[config.mk]
export PLATFORM = sky130hd
export DESIGN_NAME = axi_rr_arbiter_flat
export DESIGN_NICKNAME = d
export VERILOG_FILES = /design/src/rtl/axi_rr_arbiter_if.sv /design/src/rtl/axi_rr_arbiter.sv /design/src/flat_wrapper.sv
export SDC_FILE = /design/constraint.sdc
export NUM_CORES = 1
export LEC_CHECK = 0
export ABC_AREA = 1
export ABC_CLOCK_PERIOD_IN_PS = 2100
export BUFFER_PORTS_ARGS = -buffer_cell sky130_fd_sc_hd__buf_2
export CAP_MARGIN = 15
export CORE_MARGIN = 2
export CORE_UTILIZATION = 53
export DETAILED_ROUTE_END_ITERATION = 8
export GPL_TIMING_DRIVEN = 0
export PLACE_DENSITY = 0.81
export REMOVE_ABC_BUFFERS = 1
export SYNTH_ARGS = -nofsm -noshare
export SYNTH_HDL_FRONTEND = slang
export SYNTH_SLANG_ARGS = --single-unit
[constraint.sdc]
create_clock -name ACLK -period 2.1 [get_ports ACLK]
set_input_delay 0.525 -clock ACLK [delete_from_list [all_inputs] [get_ports ACLK]]
set_output_delay 0.525 -clock ACLK [all_outputs]
set_load 0.1 [all_outputs]
[src/rtl/axi_rr_arbiter_if.sv]
// axi_rr_arbiter_if: request/grant bundle between requesters and the
// round-robin arbiter.
//   master modport : requester / downstream side (drives requests and READY)
//   slave modport  : arbiter side (drives the registered grant outputs)
interface axi_rr_arbiter_if #(
   parameter int unsigned N_REQ = 4,
   parameter int unsigned IDX_W = $clog2(N_REQ)
);
   logic [N_REQ-1:0] req_valid;
   logic [N_REQ-1:0] req_last;
   logic             sel_ready;
   logic             grant_valid;
   logic [IDX_W-1:0] grant_idx;
   logic [N_REQ-1:0] grant_onehot;

   modport master (
      output req_valid,
      output req_last,
      output sel_ready,
      input  grant_valid,
      input  grant_idx,
      input  grant_onehot
   );

   modport slave (
      input  req_valid,
      input  req_last,
      input  sel_ready,
      output grant_valid,
      output grant_idx,
      output grant_onehot
   );
endinterface

[src/rtl/axi_rr_arbiter.sv]
// axi_rr_arbiter: N_REQ-channel round-robin arbiter with fully registered
// grant outputs. A grant is held until a handshake (VALID & READY on the
// granted channel) releases it; the next grant is then chosen circularly
// from the channel after the one just served, with no idle cycle.
// After reset channel 0 has top priority, and the first grant appears no
// earlier than the second rising ACLK edge after ARESETn is released.
// Optional feature macro: ARB_BURST_LOCK_EN -- when defined, a release also
// requires req_last on the granted channel, so a whole burst keeps the grant.
module axi_rr_arbiter #(
   parameter int unsigned N_REQ = 4,
   parameter int unsigned IDX_W = $clog2(N_REQ)
) (
   input  logic             ACLK,
   input  logic             ARESETn,
   axi_rr_arbiter_if.slave  bus
);

   typedef enum logic [0:0] {
      ST_IDLE = 1'b0,
      ST_BUSY = 1'b1
   } state_t;

   state_t           r_state;
   logic             r_armed;
   logic [IDX_W-1:0] r_last_ptr;
   logic             r_grant_valid;
   logic [IDX_W-1:0] r_grant_idx;
   logic [N_REQ-1:0] r_grant_onehot;

   logic [IDX_W-1:0] w_search_base;
   logic [IDX_W-1:0] w_next_idx;
   logic             w_found;
   logic             w_req_at_grant;
   logic             w_handshake;
   logic             w_release;

   // Search starts after last_ptr while idle, after the current grant while busy;
   // on a release last_ptr is loaded with grant_idx, so both views agree.
   always_comb begin
      w_search_base = (r_state == ST_BUSY) ? r_grant_idx : r_last_ptr;
   end

   // Circular first-set-bit search over offsets 1..N_REQ from the base;
   // offset N_REQ lands on the base itself, which yields the back-to-back
   // re-grant when the served channel is the only requester.
   always_comb begin
      int unsigned w_pos;
      logic [IDX_W-1:0] w_pos_idx;
      w_found    = 1'b0;
      w_next_idx = '0;
      w_pos      = 0;
      w_pos_idx  = '0;
      for (int unsigned off = 1; off <= N_REQ; off++) begin
         w_pos = 32'(w_search_base) + off;
         if (w_pos >= N_REQ) begin
            w_pos = w_pos - N_REQ;
         end
         w_pos_idx = IDX_W'(w_pos);
         if (!w_found && bus.req_valid[w_pos_idx]) begin
            w_found    = 1'b1;
            w_next_idx = w_pos_idx;
         end
      end
   end

   // Handshake on the granted channel, selected through the one-hot register
   // so no index ever reaches past N_REQ-1.
   always_comb begin
      w_req_at_grant = |(bus.req_valid & r_grant_onehot);
      w_handshake    = r_grant_valid & w_req_at_grant & bus.sel_ready;
   end

`ifdef ARB_BURST_LOCK_EN
   logic w_last_at_grant;

   // Release only on the LAST beat of the granted burst.
   always_comb begin
      w_last_at_grant = |(bus.req_last & r_grant_onehot);
      w_release       = w_handshake & w_last_at_grant;
   end
`else
   logic w_unused_last;

   // Every handshake releases; req_last is not consulted.
   always_comb begin
      w_unused_last = ^bus.req_last;
      w_release     = w_handshake;
   end
`endif

   // Grant FSM with registered outputs; r_armed blocks grants on the first
   // edge after reset release.
   always_ff @(posedge ACLK or negedge ARESETn) begin
      if (!ARESETn) begin
         r_state        <= ST_IDLE;
         r_armed        <= 1'b0;
         r_last_ptr     <= IDX_W'(N_REQ - 1);
         r_grant_valid  <= 1'b0;
         r_grant_idx    <= '0;
         r_grant_onehot <= '0;
      end else begin
         r_armed <= 1'b1;
         case (r_state)
            ST_IDLE: begin
               if (r_armed && w_found) begin
                  r_state        <= ST_BUSY;
                  r_grant_valid  <= 1'b1;
                  r_grant_idx    <= w_next_idx;
                  r_grant_onehot <= N_REQ'(1) << w_next_idx;
               end
            end
            ST_BUSY: begin
               if (w_release) begin
                  r_last_ptr <= r_grant_idx;
                  if (w_found) begin
                     r_grant_idx    <= w_next_idx;
                     r_grant_onehot <= N_REQ'(1) << w_next_idx;
                  end else begin
                     r_state        <= ST_IDLE;
                     r_grant_valid  <= 1'b0;
                     r_grant_idx    <= '0;
                     r_grant_onehot <= '0;
                  end
               end
            end
            default: begin
               r_state        <= ST_IDLE;
               r_grant_valid  <= 1'b0;
               r_grant_idx    <= '0;
               r_grant_onehot <= '0;
            end
         endcase
      end
   end

   assign bus.grant_valid  = r_grant_valid;
   assign bus.grant_idx    = r_grant_idx;
   assign bus.grant_onehot = r_grant_onehot;

   // Output invariants: one-hot tracks the index, index stays in range,
   // one-hot is clear whenever no grant is active.
   a_onehot_match : assert property (@(posedge ACLK) disable iff (!ARESETn)
      r_grant_valid |-> (r_grant_onehot == (N_REQ'(1) << r_grant_idx)));
   a_idx_range : assert property (@(posedge ACLK) disable iff (!ARESETn)
      r_grant_valid |-> (32'(r_grant_idx) < N_REQ));
   a_idle_clear : assert property (@(posedge ACLK) disable iff (!ARESETn)
      !r_grant_valid |-> (r_grant_onehot == '0));

endmodule
[src/flat_wrapper.sv]
// flat-port wrapper written by rule: the top's interface ports become plain ports
module axi_rr_arbiter_flat 
#(
   parameter int unsigned N_REQ = 4,
   parameter int unsigned IDX_W = $clog2(N_REQ)
)
  (ACLK, ARESETn, bus_req_valid, bus_req_last, bus_sel_ready, bus_grant_valid, bus_grant_idx, bus_grant_onehot);
  axi_rr_arbiter_if #(.N_REQ(N_REQ), .IDX_W(IDX_W)) bus_i ();
  input  logic ACLK;
  input  logic ARESETn;
  input wire logic [$bits(bus_i.req_valid)-1:0] bus_req_valid;
  input wire logic [$bits(bus_i.req_last)-1:0] bus_req_last;
  input wire logic [$bits(bus_i.sel_ready)-1:0] bus_sel_ready;
  output wire logic [$bits(bus_i.grant_valid)-1:0] bus_grant_valid;
  output wire logic [$bits(bus_i.grant_idx)-1:0] bus_grant_idx;
  output wire logic [$bits(bus_i.grant_onehot)-1:0] bus_grant_onehot;
  assign bus_i.req_valid = bus_req_valid;
  assign bus_i.req_last = bus_req_last;
  assign bus_i.sel_ready = bus_sel_ready;
  assign bus_grant_valid = bus_i.grant_valid;
  assign bus_grant_idx = bus_i.grant_idx;
  assign bus_grant_onehot = bus_i.grant_onehot;
  axi_rr_arbiter #(.N_REQ(N_REQ), .IDX_W(IDX_W)) u_core (.ACLK(ACLK), .ARESETn(ARESETn), .bus(bus_i));
endmodule
After elaboration in Yosys (flattened, before gate mapping)
Cells that the tools add are included.
- input port bits: 11
- register bits: 11
- word-level logic and storage cells: 78
- reductions and logical operators: 11
- muxes and demuxes: 37
- add/subtract/negate cells: 8
- equal/unequal tests: 3
- bitwise logic cells: 4
- shift-type cells: 1
- order comparisons: 8
- operators with widths (kind ; count):
    2-bit 2-to-1 mux ; 12
    1-bit 2-to-1 mux ; 14
    2-bit by 3-bit < comparator with 1-bit output (second input constant) ; 4
    4-bit 2-to-1 mux ; 3
    3-bit greater-or-equal comparator (second input constant) ; 3
    1-bit binary-select mux with 2-bit select ; 4
    4-bit case mux with 2 select lines ; 1
    2-bit by 1-bit subtractor with 2-bit output (second input constant) ; 4
    2-bit by 2-bit adder with 3-bit output (second input constant) ; 2
    2-bit by 3-bit adder with 4-bit output (second input constant) ; 1
    4-bit bitwise AND ; 1
    4-bit by 3-bit greater-or-equal comparator with 1-bit output (second input constant) ; 1
    1-bit logical AND ; 4
    2-bit inequality test (second input constant) ; 2
    1-bit case mux with 2 select lines ; 2
    2-bit case mux with 2 select lines ; 1
    2-bit AND reduction ; 2
    4-bit OR reduction ; 1
    1-bit by 2-bit left shift with 4-bit output (first input constant) ; 1
    2-bit by 1-bit adder with 3-bit output (second input constant) ; 1
    1-bit zero test ; 3
    3-bit AND reduction ; 1
    1-bit bitwise AND ; 2
    2-bit by 1-bit inequality test with 1-bit output (second input constant) ; 1
    1-bit NOT ; 1

Depth between registers and ports, before layout
Gate-level depths: netlist of the first run.
- depth after elaboration: 20
- gate-level depth with buffers: 15
- mapped depth without buffers: 15

Worst setup path before layout of the first run
OpenSTA, ideal clock, no wires.
- path type: register -> register
- from: register u_core.r_grant_idx[0], in the netlist u_core.bus.grant_idx[0]
- to: register u_core.r_grant_idx[1], in the netlist u_core.bus.grant_idx[1]
- buffers on the path: 0
- library setup time: 122 ps
- data required time: 1978 ps
- period minus slack after synthesis: 2142 ps
- setup slack: -42 ps
- cell stages (with the launch flop): 12
- data arrival time: 2020 ps
- path through: dfrtp_1 -> nand2_2 -> nand2_4 -> nand2_2 -> nand2_2 -> nand2_1 -> nand2_2 -> nand4_2 -> nand3_4 -> nand2_4 -> nand2_1 -> o21ai_2
- longest elaborated chain between the ends: 19
- elaborated cells between the ends (all ways): 46
- classes of those cells: add/sub (8); order compare (4); eq/ne (1); mux (25); reduce/logical (8)
- ends and longest elaborated chain (item ; RTL line ; text):
    start, declared ; axi_rr_arbiter.sv:27 ; logic [IDX_W-1:0] r_grant_idx;
    start signal, assigned ; axi_rr_arbiter.sv:108 ; r_grant_idx <= w_next_idx;
    start signal, assigned ; axi_rr_arbiter.sv:116 ; r_grant_idx <= w_next_idx;
    2-bit 2-to-1 mux (*) ; axi_rr_arbiter.sv:40 ; w_search_base = (r_state == ST_BUSY) ? r_grant_idx : r_last_ptr;
    2-bit by 1-bit adder with 3-bit output ; axi_rr_arbiter.sv:54 ; w_pos = 32'(w_search_base) + off;
    3-bit greater-or-equal comparator / 2-bit by 1-bit subtractor with 2-bit output (equally long branches) ; axi_rr_arbiter.sv:55, axi_rr_arbiter.sv:56 ;
    2-bit 2-to-1 mux ; axi_rr_arbiter.sv:55 ; if (w_pos >= N_REQ) begin
    1-bit binary-select mux with 2-bit select ; axi_rr_arbiter.sv:59 ; if (!w_found && bus.req_valid[w_pos_idx]) begin
    1-bit 2-to-1 mux (not written as such) ; axi_rr_arbiter.sv:59 ;
    1-bit 2-to-1 mux ; axi_rr_arbiter.sv:59 ;
    1-bit zero test ; axi_rr_arbiter.sv:59 ;
    (+3 left out) ; -- ;
    1-bit logical AND ; axi_rr_arbiter.sv:59 ;
    1-bit 2-to-1 mux ; axi_rr_arbiter.sv:59 ;
    1-bit zero test ; axi_rr_arbiter.sv:59 ;
    1-bit logical AND ; axi_rr_arbiter.sv:59 ;
    2-bit 2-to-1 mux / 1-bit 2-to-1 mux (equally long branches) ; axi_rr_arbiter.sv:59 ;
    2-bit 2-to-1 mux / 1-bit logical AND (equally long branches) ; axi_rr_arbiter.sv:115, axi_rr_arbiter.sv:105 ;
    2-bit 2-to-1 mux / 2-bit by 1-bit inequality test with 1-bit output (equally long branches) ; -- ;
    2-bit case mux with 2 select lines / 2-bit AND reduction (equally long branches) ; -- ;
Every way passes the cells marked *; elsewhere a longest branch is shown, timed or not. The select of a mux whose other input is x is not followed.
A chain may end at the register's enable or synchronous reset.

Worst setup path after layout of the first run
- from: register u_core.r_state
- to: register u_core.r_grant_onehot[0], in the netlist u_core.bus.grant_onehot[0]
- longest elaborated chain between the ends: 20
- elaborated cells between the ends (all ways): 49
- classes of those cells: add/sub (8); order compare (4); eq/ne (2); shift (1); mux (25); bitwise (1); reduce/logical (8)
- ends and longest elaborated chain (item ; RTL line ; text):
    start, declared ; axi_rr_arbiter.sv:23 ; state_t r_state;
    start signal, assigned ; axi_rr_arbiter.sv:95 ; r_state <= ST_IDLE;
    start signal, assigned ; axi_rr_arbiter.sv:106 ; r_state <= ST_BUSY;
    start signal, assigned ; axi_rr_arbiter.sv:119 ; r_state <= ST_IDLE;
    2-bit 2-to-1 mux ; axi_rr_arbiter.sv:40 ;
    2-bit by 1-bit adder with 3-bit output ; axi_rr_arbiter.sv:54 ;
    3-bit greater-or-equal comparator / 2-bit by 1-bit subtractor with 2-bit output (equally long branches) ; axi_rr_arbiter.sv:55, axi_rr_arbiter.sv:56 ;
    2-bit 2-to-1 mux ; axi_rr_arbiter.sv:55 ;
    1-bit binary-select mux with 2-bit select ; axi_rr_arbiter.sv:59 ;
    1-bit 2-to-1 mux (not written as such) ; axi_rr_arbiter.sv:59 ;
    1-bit 2-to-1 mux ; axi_rr_arbiter.sv:59 ;
    1-bit zero test ; axi_rr_arbiter.sv:59 ;
    (+4 left out) ; -- ;
    1-bit 2-to-1 mux ; axi_rr_arbiter.sv:59 ;
    1-bit zero test ; axi_rr_arbiter.sv:59 ;
    1-bit logical AND ; axi_rr_arbiter.sv:59 ;
    2-bit 2-to-1 mux ; axi_rr_arbiter.sv:59 ;
    1-bit by 2-bit left shift with 4-bit output ; axi_rr_arbiter.sv:109, axi_rr_arbiter.sv:117 ;
    4-bit 2-to-1 mux ; axi_rr_arbiter.sv:115 ; if (w_found) begin
    4-bit 2-to-1 mux ; axi_rr_arbiter.sv:113 ; if (w_release) begin
    4-bit case mux with 2 select lines ; axi_rr_arbiter.sv:103 ; case (r_state)
    end signal, assigned ; axi_rr_arbiter.sv:109 ; r_grant_onehot <= N_REQ'(1) << w_next_idx;
    end signal, assigned ; axi_rr_arbiter.sv:117 ; r_grant_onehot <= N_REQ'(1) << w_next_idx;
    end, declared ; axi_rr_arbiter.sv:28 ; logic [N_REQ-1:0] r_grant_onehot;
Several ways; a longest one is shown, not always the timed one. The select of a mux whose other input is x is not followed.

==> results of run 1 <==
[layer usage]
metal  track usage, %  wire length (um)
met1             30.1               926
met2             36.2               886
met3             3.67                79
met4             7.27                 0
met5                0                 0
[Yosys cell counts, drive strengths merged]
library cell / instances / area share (%)
nand2: 70 / 38
nand3: 18 / 12
inv: 12 / 5.5
dfrtp: 9 / 26
nor2: 7 / 3.0
nand4: 6 / 5.7
o21ai: 3 / 2.2
dfstp: 2 / 6.0
a21boi: 1 / 1.3
a21oi: 1 / 0.57
conb: 1 / 0.43
[per-stage QoR]
step / power (mW) / instance area, sq um / setup WS, ns / std cells / utilization, %
after global placement: 0.265 / 956 / 0.322 / 159 / 62.7
after detailed placement: 0.267 / 956 / 0.318 / 159 / 62.7
final: 0.413 / 983 / 0.271 / 163 / 64.5
after floorplan: 0.248 / 871 / -0.0419 / 130 / -
after CTS: 0.416 / 983 / 0.255 / 163 / 64.5
after global routing: 0.431 / 983 / 0.145 / 163 / 64.5
[sequential cells by signal, indices dropped and copies added, names as in the netlist]
| register | count |
|---|---|
| u_core.bus.grant_onehot | 4 |
| u_core.r_last_ptr | 2 |
| u_core.r_armed | 1 |
| u_core.r_state | 1 |
| u_core.bus.grant_valid | 1 |
| u_core.bus.grant_idx | 2 |
[worst max-delay path by stage]
stage / startpoint / to / cells past startpoint
6_report: u_core.r_state / u_core.bus.grant_onehot[0] / 12
4_1_cts: u_core.r_state / u_core.bus.grant_onehot[0] / 12
2_1_floorplan: u_core.bus.grant_idx[0] / u_core.bus.grant_idx[1] / 11
3_3_place_gp: u_core.r_state / u_core.bus.grant_idx[0] / 12
3_5_place_dp: u_core.r_state / u_core.bus.grant_idx[1] / 12
5_1_grt: u_core.r_state / u_core.bus.grant_onehot[0] / 12
[worst reg2reg max path, delay by kind of cell, from the launching register on]
kind,cells,cell delay (ns)
buffers and inverters,1,0.14
flip-flops,1,0.48
AND/OR/NAND/NOR,11,1.06
[cells by family after synthesis]
family / Yosys count / synth area share [%]
compound gates: 5 / 4.02
simple gates: 101 / 58.2
flops: 11 / 31.9
other cells: 1 / 0.431
buf+inv: 12 / 5.46
[report_power, final]
part | switching [mW] | total, mW | internal [mW] | leakage [nW]
Combinational | 0.0329 | 0.0491 | 0.0162 | 0.399
Sequential | 0.000876 | 0.214 | 0.213 | 0.128
Clock | 0.0799 | 0.150 | 0.0705 | 0.0177
[area by class of cell]
type                       count  share of cell area [%]
clock buffer                   3                    2.29
inverter                      12                    4.83
tap                           16                    2.04
multi-input combinational    107                    55.5
clock inverter                 1                   0.509
sequential                    11                    28.2
timing repair buffer          13                    6.62
==> out/results.ini, run 1 <==
[worst_setup_path]
crit_path_end_kind = flop
rr_worst_depth = 12
required_ns = 2.25
cpMostUsedCell = nand2_1
r2r_end = u_core.bus.grant_onehot[0]
startpoint_type = flop
slowest_stage = dfrtp_1
crit_arrival_ns = 1.98
reg2reg_setup_slack_ns = 0.27
cp_max_fo = 8
path_class = reg -> reg
r2r-start = u_core.r_state
path_buf_inv = 1
crit_path_cell_trace = inv_4 > nand2_1 > nand2_2 > nand2_1 > nand2_2 > nand2_1 > nand2_2 > nand4_2 > nand3_4 > nand2_4 > nand3_1 > nand2_1
crit_path_max_incr_delay_ns = 0.48
critPathTopFamily = simple AND/OR/NAND/NOR gates

[floorplan]
initial_core_util_pct = 57.1
dieArea_sq_mm = 0.00198
die_h_um = 44.5
rows = 14
io_pins = 18
die_x_um = 44.5
core_area_sq_mm = 0.00152

[clocking]
cts_resized = 0
clkSinkCount = 11
cts_tree = yes
cts-root-buf = clkbuf_4
post-cts-setup-buffer-count = 0
postCtsHoldBufs = 0
numCtsBuffers = 3
htreeDepth = 1
cts_buffer_depth = 2
clk_pin_slew_ns = 0.09
insertion_delay_ns = 0.28

[global_route]
gr-total-overflow = 0
grt_max_degree = 12
grtUsageTotal_pct = 22.3
antenna_found_initial = 0
grt_pass1_wl_um = 3220
grt_pass1_vias = 756

[timing]
max_clock_freq_mhz = 547
period_share_pct = 87.1
setup_tns_ns = 0
rsz0062_at_grt = false
setup_violations = 0
finClkSkew_ns = 0.0147
whs_ns = 0.0946
maxSlewViolCount = 0
min_period_ns = 1.83
finalHoldViolations = 0

[final_layout]
syn_to_final_growth_pct = 12.9
drive_gt1_share_pct = 31.3
antenna_cells = 0
num-fill-cells = 144
final_common_cell = nand2_1
final_cell_mix = nand2_1 (50), nand2_2 (17), nand3_1 (17)
multi_input_area_sq_um = 546
fin_nets = 159
register_area_sq_um = 278

[synthesis]
synth_cell_types = 18
yosys_warnings = 0
ys_seq_area_share_pct = 31.9
ys_seq_elements = 11
syn_avg_cell_area_sq_um = 6.70
synth.cell_area_sq_um = 871
synthCells = 130

[route]
ant_nets = 0
vias = 864
vias_per_cell = 5.30
first_pass_iters = 4
drtIter0Drc = 22
wirelength_um = 1890
routedWlPerCell_um = 11.6
drc = 0

[placement]
dp.final_hpwl_um = 1510
gp_congestion = 0.920
port_buffers = 13

[pwr]
powerDensity_mw_per_mm2 = 420
leakage_nw = 0.545
vdd_drop_max_mv = 0.261

[run_status]
status = finished clean

[hold_path]
hold_path.class = in -> async

[job]
cap_violations = 0

Note: power is estimated with default switching activity, not from simulation.
==> inputs of run 2 (changes only) <==
--- a/config.mk
+++ b/config.mk
@@ -13,7 +13,7 @@
 export CORE_UTILIZATION = 53
 export DETAILED_ROUTE_END_ITERATION = 8
 export GPL_TIMING_DRIVEN = 0
-export PLACE_DENSITY = 0.81
+export PLACE_DENSITY = 0.78
 export REMOVE_ABC_BUFFERS = 1
 export SYNTH_ARGS = -nofsm -noshare
 export SYNTH_HDL_FRONTEND = slang
==> out/results.ini, run 2 (same netlist as run 1, synthesis figures left out) <==
[job]
cap_violations = 0

[placement]
gp_congestion = 0.882
place_area_sq_um = 956
dp.final_hpwl_um = 1480
port_buffers = 13

[final_layout]
final_common_cell = nand2_1
num-fill-cells = 148
finalInstanceArea_sq_um = 983
largest_reg_flops = 4
drive_gt1_share_pct = 31.3
final_core_util_pct = 64.5
final_cell_mix = nand2_1 (50), nand2_2 (17), nand3_1 (17)
syn_to_final_growth_pct = 12.9
fin_nets = 159
antenna_cells = 0

[floorplan]
core_area_sq_mm = 0.00152
dieArea_sq_mm = 0.00198
io_pins = 18
die_h_um = 44.5
rows = 14
die_x_um = 44.5
initial_core_util_pct = 57.1

[pwr]
leakage_nw = 0.545
powerDensity_mw_per_mm2 = 415
vdd_drop_max_mv = 0.418

[worst_setup_path]
startpoint_type = flop
path_class = reg -> reg
crit_path_cell_trace = inv_4 > nand2_1 > nand2_2 > nand2_1 > nand2_2 > nand2_1 > nand2_2 > nand4_2 > nand3_4 > nand2_4 > nand3_1 > nand2_1
cpMostUsedCell = nand2_1
rr_worst_depth = 12
cp_max_fo = 8
crit_path_end_kind = flop
required_ns = 2.27
crit_path_max_incr_delay_ns = 0.48
slowest_stage = dfrtp_1
crit_arrival_ns = 1.98

[timing]
max_clock_freq_mhz = 554
finalHoldViolations = 0
rsz0062_at_grt = false
setup_violations = 0
min_period_ns = 1.81
finClkSkew_ns = 0.00597
period_share_pct = 86.0
whs_ns = 0.0963
maxSlewViolCount = 0

[global_route]
grtUsageTotal_pct = 22.2
grt_pass1_wl_um = 3190
grt_pass1_vias = 719
grt_max_degree = 12
gr-total-overflow = 0
antenna_found_initial = 0

[clocking]
cts-root-buf = clkbuf_4
clk_pin_slew_ns = 0.07
insertion_delay_ns = 0.28
cts_resized = 0
clkSinkCount = 11
htreeDepth = 1
post-cts-setup-buffer-count = 0
cts_tree = yes
cts_buffer_depth = 2
numCtsBuffers = 3
postCtsHoldBufs = 0

[route]
routedWlPerCell_um = 11.1
drc = 0
ant_nets = 0
vias_per_cell = 5.12
vias = 835
drtIter0Drc = 14
first_pass_iters = 5
wirelength_um = 1810

[hold_path]
hold_path.class = in -> async

[run_status]
status = finished clean

run 2: final timing paths:
kind	end	slack, ns	startpoint
min	u_core.bus.grant_valid	0.1	ARESETn
max reg2reg	u_core.bus.grant_idx[0]	0.29	u_core.r_state
max	u_core.bus.grant_idx[0]	0.29	u_core.r_state
max in group asynchronous	u_core.r_last_ptr[1]	1.75	ARESETn
min in group ACLK	u_core.r_last_ptr[1]	0.51	u_core.r_last_ptr[1]
min reg2reg	u_core.r_last_ptr[1]	0.51	u_core.r_last_ptr[1]
run 2: layout make-up:
class                   count  area (sq um)  area share (%)
clock inverters             1          5.00           0.509
clock buffers               3          22.5            2.29
inverters                  12          47.5            4.83
repair buffers             13          65.1            6.62
multi-input cells         107           546            55.5
well taps                  16          20.0            2.04
flip-flops and latches     11           278            28.2
run 2: layer usage:
layer  global-route usage (%)  share of wire [%]
met1                     30.5                 48
met2                     35.4                 46
met3                     4.90                5.0
met4                     5.45               0.78
met5                        0                  0
run 2: critical path, delay by kind of cell, from the launching register on:
kind	cells	cell delay, ns
AND/OR/NAND/NOR	11	1.05
flip-flops	1	0.48
buffers and inverters	1	0.14
run 2: power breakdown:
part	internal (mW)	leakage [nW]	switching [mW]
clock network	0.0707	0.0177	0.0751
logic	0.0162	0.399	0.0320
registers	0.213	0.128	0.00101
run 2: through the flow:
stage                     power, mW  worst slack [ns]  TNS (ns)  cells
after floorplan               0.248           -0.0419    -0.193    130
after global placement        0.265             0.310         0    159
after detailed placement      0.266             0.301         0    159
after CTS                     0.413             0.279         0    163
after global routing          0.432             0.131         0    163
final                         0.408             0.293         0    163
==> inputs of run 3 (changes only) <==
--- a/config.mk
+++ b/config.mk
@@ -6,7 +6,7 @@
 export NUM_CORES = 1
 export LEC_CHECK = 0
 export ABC_AREA = 1
-export ABC_CLOCK_PERIOD_IN_PS = 2100
+export ABC_CLOCK_PERIOD_IN_PS = 1700
 export BUFFER_PORTS_ARGS = -buffer_cell sky130_fd_sc_hd__buf_2
 export CAP_MARGIN = 15
 export CORE_MARGIN = 2
==> constraint.sdc (replaced) <==
create_clock -name ACLK -period 1.7 [get_ports ACLK]
set_input_delay 0.425 -clock ACLK [delete_from_list [all_inputs] [get_ports ACLK]]
set_output_delay 0.425 -clock ACLK [all_outputs]
set_load 0.1 [all_outputs]
==> out/results.ini, run 3 (same netlist as run 1, synthesis figures left out) <==
[timing]
setup_violations = 6
period_share_pct = 101
max_clock_freq_mhz = 583
finalHoldViolations = 5
finClkSkew_ns = 0.00602
setup_tns_ns = -0.0748
whs_ns = -0.00344
maxSlewViolCount = 0
min_period_ns = 1.72
fin_ws_ns = -0.0151
rsz0062_at_grt = true

[route]
vias = 944
drtIter0Drc = 39
routedWlPerCell_um = 13.6
first_pass_iters = 4
vias_per_cell = 5.46
ant_nets = 0
wirelength_um = 2360
drc = 0

[floorplan]
io_pins = 18
core_area_sq_mm = 0.00152
die_x_um = 44.5
initial_core_util_pct = 57.1
dieArea_sq_mm = 0.00198
die_h_um = 44.5
rows = 14

[pwr]
pwr-share-seq_pct = 50.6
powerDensity_mw_per_mm2 = 421
netSwitchingFraction_pct = 27.9
vdd_drop_max_mv = 0.465
comb_power_share_pct = 14.8
leakage_nw = 0.665
internal_power_mw = 0.376
clkPwrFrac_pct = 34.6
net-switching-power_mw = 0.146

[clocking]
clk_pin_slew_ns = 0.07
htreeDepth = 1
numCtsBuffers = 3
postCtsHoldBufs = 0
cts_buffer_depth = 2
insertion_delay_ns = 0.28
clkSinkCount = 11
cts-root-buf = clkbuf_4
cts_tree = yes

[worst_setup_path]
path_class = reg -> reg
required_ns = 1.87
cpMostUsedCell = nand2_1
cp_max_fo = 8
crit_path_end_kind = flop
critPathTopFamily = simple AND/OR/NAND/NOR gates
startpoint_type = flop
path_buf_inv = 0
reg2reg_setup_slack_ns = -0.02
crit_arrival_ns = 1.88
crit_path_max_incr_delay_ns = 0.57
crit_path_cell_trace = nand2_4 > nand2_8 > nand2_1 > nand2_1 > nand2_1 > nand2_2 > nand4_4 > nand3_4 > nand2_4 > nand3_1 > nand2_1
slowest_stage = dfstp_2

[global_route]
grt_pass1_wl_um = 3400
gr-total-overflow = 0
antenna_found_initial = 0
grt_pass1_vias = 746
grtUsageTotal_pct = 24.1
grt_max_degree = 12

[final_layout]
syn_to_final_growth_pct = 42.4
final_cell_mix = nand2_1 (31), nand2_2 (21), nand2_4 (16)
fin_nets = 169
finalInstanceArea_sq_mm = 0.00124
largest_reg_flops = 4
final_core_util_pct = 81.4
antenna_cells = 0
final_common_cell = nand2_1
drive_gt1_share_pct = 51.6

[run_status]
status = complete, but fails checks
violations = hold timing, setup timing

[placement]
place_worst_setup_slack_ns = -0.0990
dp.final_hpwl_um = 1480
gp_congestion = 0.882
place_area_sq_um = 956
port_buffers = 13

[hold_path]
hold_path.class = in -> async

[job]
cap_violations = 0

run 3: area by class of cell:
cell class / instances / area, sq um
clock buffer: 3 / 22.5
clock inverter: 1 / 5.00
fill: 95 / 284
inverter: 12 / 47.5
multi-input combinational: 107 / 722
sequential: 11 / 279
tap: 16 / 20.0
timing repair buffer: 23 / 144
run 3: worst paths after layout:
check,to,from,cells past startpoint
min in group ACLK,u_core.bus.grant_valid,u_core.bus.grant_valid,2
hold / removal,u_core.bus.grant_valid,ARESETn,1
setup / recovery,u_core.bus.grant_onehot[0],u_core.r_last_ptr[0],11
hold reg to reg,u_core.bus.grant_valid,u_core.bus.grant_valid,2
setup reg to reg,u_core.bus.grant_onehot[0],u_core.r_last_ptr[0],11
max in group asynchronous,u_core.r_last_ptr[1],ARESETn,1
run 3: per-layer routing:
metal	wire length [um]	track usage [%]
met1	961	32.7
met2	1230	38.6
met3	129	4.90
met4	38	7.27
met5	0	0
run 3: what timing repair did:
item                                    4_1_cts  5_1_grt
endpoints found under the setup margin        6        8
buffers inserted                              7        3
pin swaps                                    12       17
endpoints found under the hold margin         0        0
gates resized for setup                      17       28
run 3: power groups by stage:
stage	clock [mW]	combinational [mW]	sequential (mW)
2_1_floorplan	0	0.0380	0.269
5_1_grt	0.202	0.0849	0.264
3_3_place_gp	0	0.0586	0.269
4_1_cts	0.186	0.0632	0.264
6_report	0.181	0.0774	0.264
3_5_place_dp	0	0.0597	0.269
run 3: stage by stage:
| stage | cells | total power, mW |
|---|---|---|
| global placement | 159 | 0.327 |
| detailed placement | 159 | 0.329 |
| finish | 173 | 0.522 |
| floorplan | 130 | 0.307 |
| global route | 173 | 0.551 |
| CTS | 170 | 0.514 |
